$ cat src/rtl/taco_order_uart_tx_if.sv
// +--------------------------------------------------------------------------+
// | taco_order_uart_tx_if : order handshake between flavour decoder and TX   |
// | rev 1.0                                                                  |
// +--------------------------------------------------------------------------+
`default_nettype none

interface taco_order_uart_tx_if;
  logic [7:0] char_in;
  logic       order_valid;
  logic       order_ready;

  modport master (
    output char_in,
    output order_valid,
    input  order_ready
  );

  modport slave (
    input  char_in,
    input  order_valid,
    output order_ready
  );
endinterface

`default_nettype wire

$ cat src/rtl/taco_order_uart_tx.sv
// +--------------------------------------------------------------------------+
// | taco_order_uart_tx : 8N1 serialiser for flavour codes, optional LF tail  |
// | rev 1.0                                                                  |
// +--------------------------------------------------------------------------+
`default_nettype none

module taco_order_uart_tx #(
  parameter int CLKS_PER_BIT = 434,
  parameter bit APPEND_LF    = 1'b1
) (
  input  wire                       clk,
  input  wire                       rst_n,
  taco_order_uart_tx_if.slave       ord,
  output logic                      tx,
  output logic                      busy,
  output logic                      err,
  output logic [7:0]                sent_count
);

  localparam logic [15:0] LAST_CNT = 16'(CLKS_PER_BIT - 1);
  localparam logic [7:0]  LF_CHAR  = 8'h0A;

  typedef enum logic [1:0] {
    IDLE  = 2'd0,
    START = 2'd1,
    DATA  = 2'd2,
    STOP  = 2'd3
  } state_t;

  state_t      state, state_d;
  logic [15:0] cnt, cnt_d;
  logic [2:0]  idx, idx_d;
  logic [7:0]  data, data_d;
  logic [7:0]  sent_count_d;
  logic        err_d;
  logic        tx_d;
  logic        code_ok;
  logic        bit_done;

  // X/Z bits make the compare unknown, which falls through to the drop path
  assign code_ok  = (ord.char_in == 8'h43) || (ord.char_in == 8'h44) ||
                    (ord.char_in == 8'h46) || (ord.char_in == 8'h50);
  assign bit_done = (cnt == LAST_CNT);

  always_comb begin
    state_d      = state;
    cnt_d        = cnt;
    idx_d        = idx;
    data_d       = data;
    sent_count_d = sent_count;
    err_d        = 1'b0;

    case (state)
      IDLE: begin
        if (ord.order_valid && ord.order_ready) begin
          if (code_ok) begin
            state_d = START;
            data_d  = ord.char_in;
            cnt_d   = 16'd0;
          end else begin
            err_d = 1'b1;
          end
        end
      end
      START: begin
        if (bit_done) begin
          cnt_d   = 16'd0;
          idx_d   = 3'd0;
          state_d = DATA;
        end else begin
          cnt_d = cnt + 16'd1;
        end
      end
      DATA: begin
        if (bit_done) begin
          cnt_d = 16'd0;
          if (idx == 3'd7) begin
            state_d = STOP;
          end else begin
            idx_d = idx + 3'd1;
          end
        end else begin
          cnt_d = cnt + 16'd1;
        end
      end
      STOP: begin
        if (bit_done) begin
          cnt_d = 16'd0;
          // Flavour codes never equal LF, so the held byte tells which frame ended
          if (APPEND_LF && (data != LF_CHAR)) begin
            data_d  = LF_CHAR;
            state_d = START;
          end else begin
            state_d      = IDLE;
            sent_count_d = sent_count + 8'd1;
          end
        end else begin
          cnt_d = cnt + 16'd1;
        end
      end
      default: state_d = IDLE;
    endcase

    case (state_d)
      START:   tx_d = 1'b0;
      DATA:    tx_d = data_d[idx_d];
      default: tx_d = 1'b1;
    endcase
  end

  always_ff @(posedge clk or negedge rst_n) begin
    if (!rst_n) begin
      state           <= IDLE;
      cnt             <= 16'd0;
      idx             <= 3'd0;
      data            <= 8'd0;
      sent_count      <= 8'd0;
      err             <= 1'b0;
      tx              <= 1'b1;
      busy            <= 1'b0;
      ord.order_ready <= 1'b1;
    end else begin
      state           <= state_d;
      cnt             <= cnt_d;
      idx             <= idx_d;
      data            <= data_d;
      sent_count      <= sent_count_d;
      err             <= err_d;
      tx              <= tx_d;
      busy            <= (state_d != IDLE);
      ord.order_ready <= (state_d == IDLE);
    end
  end

endmodule

`default_nettype wire

$ cat src/flat_wrapper.sv
// flat-port wrapper written by rule: the top's interface ports become plain ports
module taco_order_uart_tx_flat 
#(
  parameter int CLKS_PER_BIT = 434,
  parameter bit APPEND_LF    = 1'b1
)
  (clk, rst_n, tx, busy, err, sent_count, ord_char_in, ord_order_valid, ord_order_ready);
  taco_order_uart_tx_if ord_i ();
  input  wire clk;
  input  wire rst_n;
  output logic tx;
  output logic busy;
  output logic err;
  output logic [7:0] sent_count;
  input wire logic [$bits(ord_i.char_in)-1:0] ord_char_in;
  input wire logic [$bits(ord_i.order_valid)-1:0] ord_order_valid;
  output wire logic [$bits(ord_i.order_ready)-1:0] ord_order_ready;
  assign ord_i.char_in = ord_char_in;
  assign ord_i.order_valid = ord_order_valid;
  assign ord_order_ready = ord_i.order_ready;
  taco_order_uart_tx #(.CLKS_PER_BIT(CLKS_PER_BIT), .APPEND_LF(APPEND_LF)) u_core (.clk(clk), .rst_n(rst_n), .ord(ord_i), .tx(tx), .busy(busy), .err(err), .sent_count(sent_count));
endmodule
$ cat config.mk
export PLATFORM = sky130hd
export DESIGN_NAME = taco_order_uart_tx_flat
export DESIGN_NICKNAME = d
export VERILOG_FILES = /design/src/rtl/taco_order_uart_tx_if.sv /design/src/rtl/taco_order_uart_tx.sv /design/src/flat_wrapper.sv
export SDC_FILE = /design/constraint.sdc
export NUM_CORES = 1
export LEC_CHECK = 0
export ABC_AREA = 1
export BUFFER_PORTS_ARGS = -buffer_cell sky130_fd_sc_hd__buf_2
export CORE_ASPECT_RATIO = 0.75
export CORE_MARGIN = 2
export CORE_UTILIZATION = 54
export CTS_BUF_LIST = sky130_fd_sc_hd__clkbuf_16
export DETAILED_ROUTE_END_ITERATION = 6
export GPL_ROUTABILITY_DRIVEN = 0
export PLACE_DENSITY = 0.73
export SYNTH_ARGS = -nofsm -noshare
export SYNTH_HDL_FRONTEND = slang
export SYNTH_SLANG_ARGS = --single-unit
$ cat constraint.sdc
create_clock -name clk -period 1.8 [get_ports clk]
set_input_delay 0.09 -clock clk [delete_from_list [all_inputs] [get_ports clk]]
set_output_delay 0.09 -clock clk [all_outputs]
set_load 0.03 [all_outputs]
==> results.md <==
- Status: complete, but fails checks
- Violated checks: negative setup slack
- Number of flops mapped to enable cells by yosys: 0
- Switching power: between 0.002 and 0.0025 W
- Yosys warns: 0
- Overall routed net length: 7480 um
- Setup Viol. Count Final: 6
- Core Box Area: ~0.0045 mm^2
- Avg Synthesized Cell Area: 7.36 um^2
- First-iteration detailed-routing DRC count: 383
- Clk pwr share: 19.2%
- Growth of design area from synthesis to finish: 42.6%
- Vias in the first global route: 2,448
- Drt first pass iters: 6
- Commonest register cell after synthesis: sky130_fd_sc_hd__dfrtp_1
- Width of the die: 83.9 um
- Pleak: 1.96 nW
- Top cell type's share of synthesized area: 37.8%
- Die Area: between 0.005 and 0.006 mm^2
- Pre-CTS WS: -182 ps
- Total of fill cells in the finished design: 243
- Count of antenna diodes in the layout: 0
- Met2 Usage GRT: 42.1%
- Syn Nets: about 370
- Global-route usage over all layers: 27.7%
- Critical Path Fanout Max: 6
- Proportion of synthesized chip area in sequential cells: 39.8%
- Worst path required time: 2020 ps
- DRC viols: 0
- Clock tree from TritonCTS: built
- Unrepaired setup endpoints after global routing: yes
- Busiest layer in global routing: met2
- Largest cells by area after synthesis: sky130_fd_sc_hd__dfrtp_1, sky130_fd_sc_hd__nand2_1, sky130_fd_sc_hd__inv_1
- Gr ovfl total: 0
- Number of slew-limit violations in the final report: 0
- Maximum vdd ir drop: 0.993 mV
- Clk sink count: 41
- Total of buffers placed on input and output ports: 22
- Type of the tightest min-delay check: in2reg
- GR met3 Demand/Resource: 7.11%
- # Max-Cap Violations: 0
- Worst hold slack after final layout: 61.6 ps
- IO Count: 23
- Logic gate share of total power: approximately 57%
- Final setup margin: -116 ps
- Maximum number of pins on one net before global-route repair: 28
- First-pass GRT wire length: 11,700 um
- Detail Placement HPWL: 4720 um
- Total standard cell area after synthesis: 0.00258 mm^2
- Clock transition at the register clock pins on the worst setup and hold paths after CTS: 60 ps
- WS Path Type: reg2reg
- Worst slew pin tran: 610 ps
- GR Util met1: roughly two fifths
- Peak Freq: approximately 520 MHz
- Synth area leader: sky130_fd_sc_hd__dfrtp_1
- Cell Pwr Density: 1290 mW/mm^2
- Kind of end point of the critical path: flip-flop
- Post-Route Skew: between 5 and 6 ps
- Flip-flop and latch count after synthesis: 41
- Switch share: a little over two fifths
- Root buffer cell: sky130_fd_sc_hd__clkbuf_16
- Share of the clock period used by the worst path: 106%
- Starting density of the core: 57.1%
- Number of antenna violations at the first check in global routing: 0
- Crit start category: flip-flop
- Wire per inst: 15.3 um
- Antenna-violating nets left: 0
- Hold violation total from the final report: 0
- Via density per instance: 5.61
- # rows: 21
- CTS HTree Levels: 2
- Library cells used by synthesis: 37
- Clock tree buffer depth: 2
- CTS buffer count: 5
- Internal power consumption: ~0.0027 W
- Nets@finish: 450
- Time the worst path needs with I/O delays and setup: about 1900 ps
- Die height: 63.9 um
- Clock latency on the worst-skew pair: 290 ps
- Synthesized instance count: 351
- Proportion of power drawn by flip-flops and latches: ~24%
- Arrival time reported for the critical path endpoint: 2140 ps
- Detailed-route via count: ~2,700
- Worst relative slew slack: 59.3%
- Async set or reset register ratio after synthesis: 100%
- Share of post-route cells with drive strength above 1: approximately two fifths
==> final timing paths <==
kind | start | end | slack (ps) | cells past startpoint
min reg2reg | u_core.sent_count[7] | u_core.sent_count[7] | 470 | 1
min in group asynchronous | rst_n | u_core.cnt[2] | 350 | 2
max reg2reg | u_core.cnt[1] | u_core.tx | -120 | 18
min | ord_order_valid | u_core.err | 60 | 3
max in group asynchronous | rst_n | u_core.ord.order_ready | 820 | 3
max | u_core.cnt[1] | u_core.tx | -120 | 18
==> stage by stage <==
| stage | cells | area, um^2 | total power, W | utilization (%) | setup TNS (ps) |
|---|---|---|---|---|---|
| after floorplan | 351 | 2590 | 0.00236 | - | 0 |
| after global placement | 467 | 3070 | 0.00316 | 67.9 | -97.0 |
| after global routing | 488 | 3680 | 0.00505 | 81.5 | -1360 |
| after CTS | 484 | 3420 | 0.00434 | 75.7 | -86.1 |
| final | 488 | 3680 | 0.00476 | 81.5 | -258 |
| after detailed placement | 467 | 3070 | 0.00320 | 67.9 | -619 |
==> critical path, stage by stage (launching register included) <==
cell and delay, ps:
sky130_fd_sc_hd__dfrtp_1 380, sky130_fd_sc_hd__inv_2 80, sky130_fd_sc_hd__ha_4 150, sky130_fd_sc_hd__nand2_2 50
sky130_fd_sc_hd__inv_2 50, sky130_fd_sc_hd__nand2_2 60, sky130_fd_sc_hd__nor2_4 110, sky130_fd_sc_hd__nand2_4 110
sky130_fd_sc_hd__buf_6 150, sky130_fd_sc_hd__nand3_1 70, sky130_fd_sc_hd__nand3b_1 90, sky130_fd_sc_hd__nand2_1 110
sky130_fd_sc_hd__nand2_1 70, sky130_fd_sc_hd__nand3_2 70, sky130_fd_sc_hd__nand2_2 60, sky130_fd_sc_hd__nand2_2 60
sky130_fd_sc_hd__nand2_2 60, sky130_fd_sc_hd__nand2_2 60, sky130_fd_sc_hd__nand2_2 40
==> power groups by stage <==
stage	Combinational [W]	Clock (W)	Sequential, W
after detailed placement	0.00205	0	0.00115
after CTS	0.00228	0.000915	0.00114
after floorplan	0.00112	0	0.00124
final	0.00269	0.000912	0.00115
after global placement	0.00201	0	0.00115
after global routing	0.00292	0.000961	0.00116
==> registers in the layout, summed over array words and instances (netlist names) <==
signal                  cells
u_core.state                2
u_core.tx                   1
u_core.err                  1
u_core.data                 8
u_core.idx                  3
u_core.ord.order_ready      1
u_core.busy                 1
u_core.sent_count           8
u_core.cnt                 16
==> layout make-up <==
type | count | area (um^2) | share of cell area (%)
multi-input combinational | 245 | 1650 | 44.9
inverter | 62 | 238 | 6.46
clock buffer | 5 | 125 | 3.40
clock inverter | 3 | 25.0 | 0.680
tap | 57 | 71.3 | 1.94
sequential | 41 | 1030 | 28.0
timing repair buffer | 75 | 538 | 14.6
==> metal layers <==
metal / part of all wire [%] / vias up
li1: - / 1287
met3: 8.4 / 27
met1: 44 / 1257
met5: 0 / -
met4: 2.3 / 0
met2: 46 / 168
==> cells in the mapped netlist, types with 2 or more instances <==
cell	n
sky130_fd_sc_hd__inv_2	3
sky130_fd_sc_hd__nand2_1	91
sky130_fd_sc_hd__dfrtp_1	39
sky130_fd_sc_hd__xnor2_1	4
sky130_fd_sc_hd__xor2_1	5
sky130_fd_sc_hd__o22ai_1	4
sky130_fd_sc_hd__nor3_2	3
sky130_fd_sc_hd__nor4_1	2
sky130_fd_sc_hd__clkbuf_1	2
sky130_fd_sc_hd__nor2_1	28
sky130_fd_sc_hd__a21oi_1	14
sky130_fd_sc_hd__nor2_4	2
sky130_fd_sc_hd__nor2_2	5
sky130_fd_sc_hd__inv_1	59
sky130_fd_sc_hd__ha_1	9
sky130_fd_sc_hd__nand3_1	32
sky130_fd_sc_hd__nand4_1	4
sky130_fd_sc_hd__a31oi_1	4
sky130_fd_sc_hd__nand2_2	7
sky130_fd_sc_hd__dfstp_2	2
sky130_fd_sc_hd__o21ai_0	8
sky130_fd_sc_hd__o21ai_1	3
sky130_fd_sc_hd__nor3_1	5
sky130_fd_sc_hd__o21ai_2	3
==> logic make-up after synthesis <==
group,count (synthesis),synth area share (%)
adder cells (fa/ha/maj),9,4.36
XOR/XNOR,9,3.05
AND/OR/NAND/NOR,185,33.4
multiplexers,1,0.436
buffers and inverters,65,9.50
AO/OA/AOI/OAI,41,9.45
flip-flops,41,39.8
==> timing repair <==
item,in CTS,in global routing
pin swaps,16,35
resized for setup,31,68
endpoints found under the setup margin,19,27
hold buffers,1,0
gates cloned,0,0
endpoints found under the hold margin,25,0
buffers inserted,8,6
==> cell usage in the layout (no fill, tap or decap), types with 2 or more instances in the layout <==
| master | netlist | routed |
|---|---|---|
| sky130_fd_sc_hd__a21oi_1 | 14 | 11 |
| sky130_fd_sc_hd__a21oi_2 | 0 | 3 |
| sky130_fd_sc_hd__a31oi_1 | 4 | 4 |
| sky130_fd_sc_hd__buf_2 | 1 | 22 |
| sky130_fd_sc_hd__buf_4 | 0 | 47 |
| sky130_fd_sc_hd__buf_6 | 0 | 4 |
| sky130_fd_sc_hd__clkbuf_16 | 0 | 5 |
| sky130_fd_sc_hd__dfrtp_1 | 39 | 37 |
| sky130_fd_sc_hd__dfrtp_2 | 0 | 2 |
| sky130_fd_sc_hd__dfstp_2 | 2 | 2 |
| sky130_fd_sc_hd__ha_1 | 9 | 4 |
| sky130_fd_sc_hd__ha_2 | 0 | 2 |
| sky130_fd_sc_hd__ha_4 | 0 | 3 |
| sky130_fd_sc_hd__inv_1 | 59 | 49 |
| sky130_fd_sc_hd__inv_2 | 3 | 11 |
| sky130_fd_sc_hd__inv_4 | 0 | 2 |
| sky130_fd_sc_hd__nand2_1 | 91 | 70 |
| sky130_fd_sc_hd__nand2_2 | 7 | 22 |
| sky130_fd_sc_hd__nand2_4 | 1 | 6 |
| sky130_fd_sc_hd__nand3_1 | 32 | 21 |
| sky130_fd_sc_hd__nand3_2 | 1 | 10 |
| sky130_fd_sc_hd__nand3_4 | 0 | 2 |
| sky130_fd_sc_hd__nand4_1 | 4 | 4 |
| sky130_fd_sc_hd__nor2_1 | 28 | 21 |
| sky130_fd_sc_hd__nor2_2 | 5 | 4 |
| sky130_fd_sc_hd__nor2_4 | 2 | 10 |
| sky130_fd_sc_hd__nor3_1 | 5 | 5 |
| sky130_fd_sc_hd__nor3_4 | 1 | 4 |
| sky130_fd_sc_hd__nor4_1 | 2 | 2 |
| sky130_fd_sc_hd__o21ai_0 | 8 | 3 |
| sky130_fd_sc_hd__o21ai_1 | 3 | 5 |
| sky130_fd_sc_hd__o21ai_2 | 3 | 3 |
| sky130_fd_sc_hd__o21ai_4 | 0 | 3 |
| sky130_fd_sc_hd__o22ai_1 | 4 | 4 |
| sky130_fd_sc_hd__xnor2_1 | 4 | 4 |
| sky130_fd_sc_hd__xor2_1 | 5 | 5 |
No activity file was read; power rests on OpenSTA's default activity.
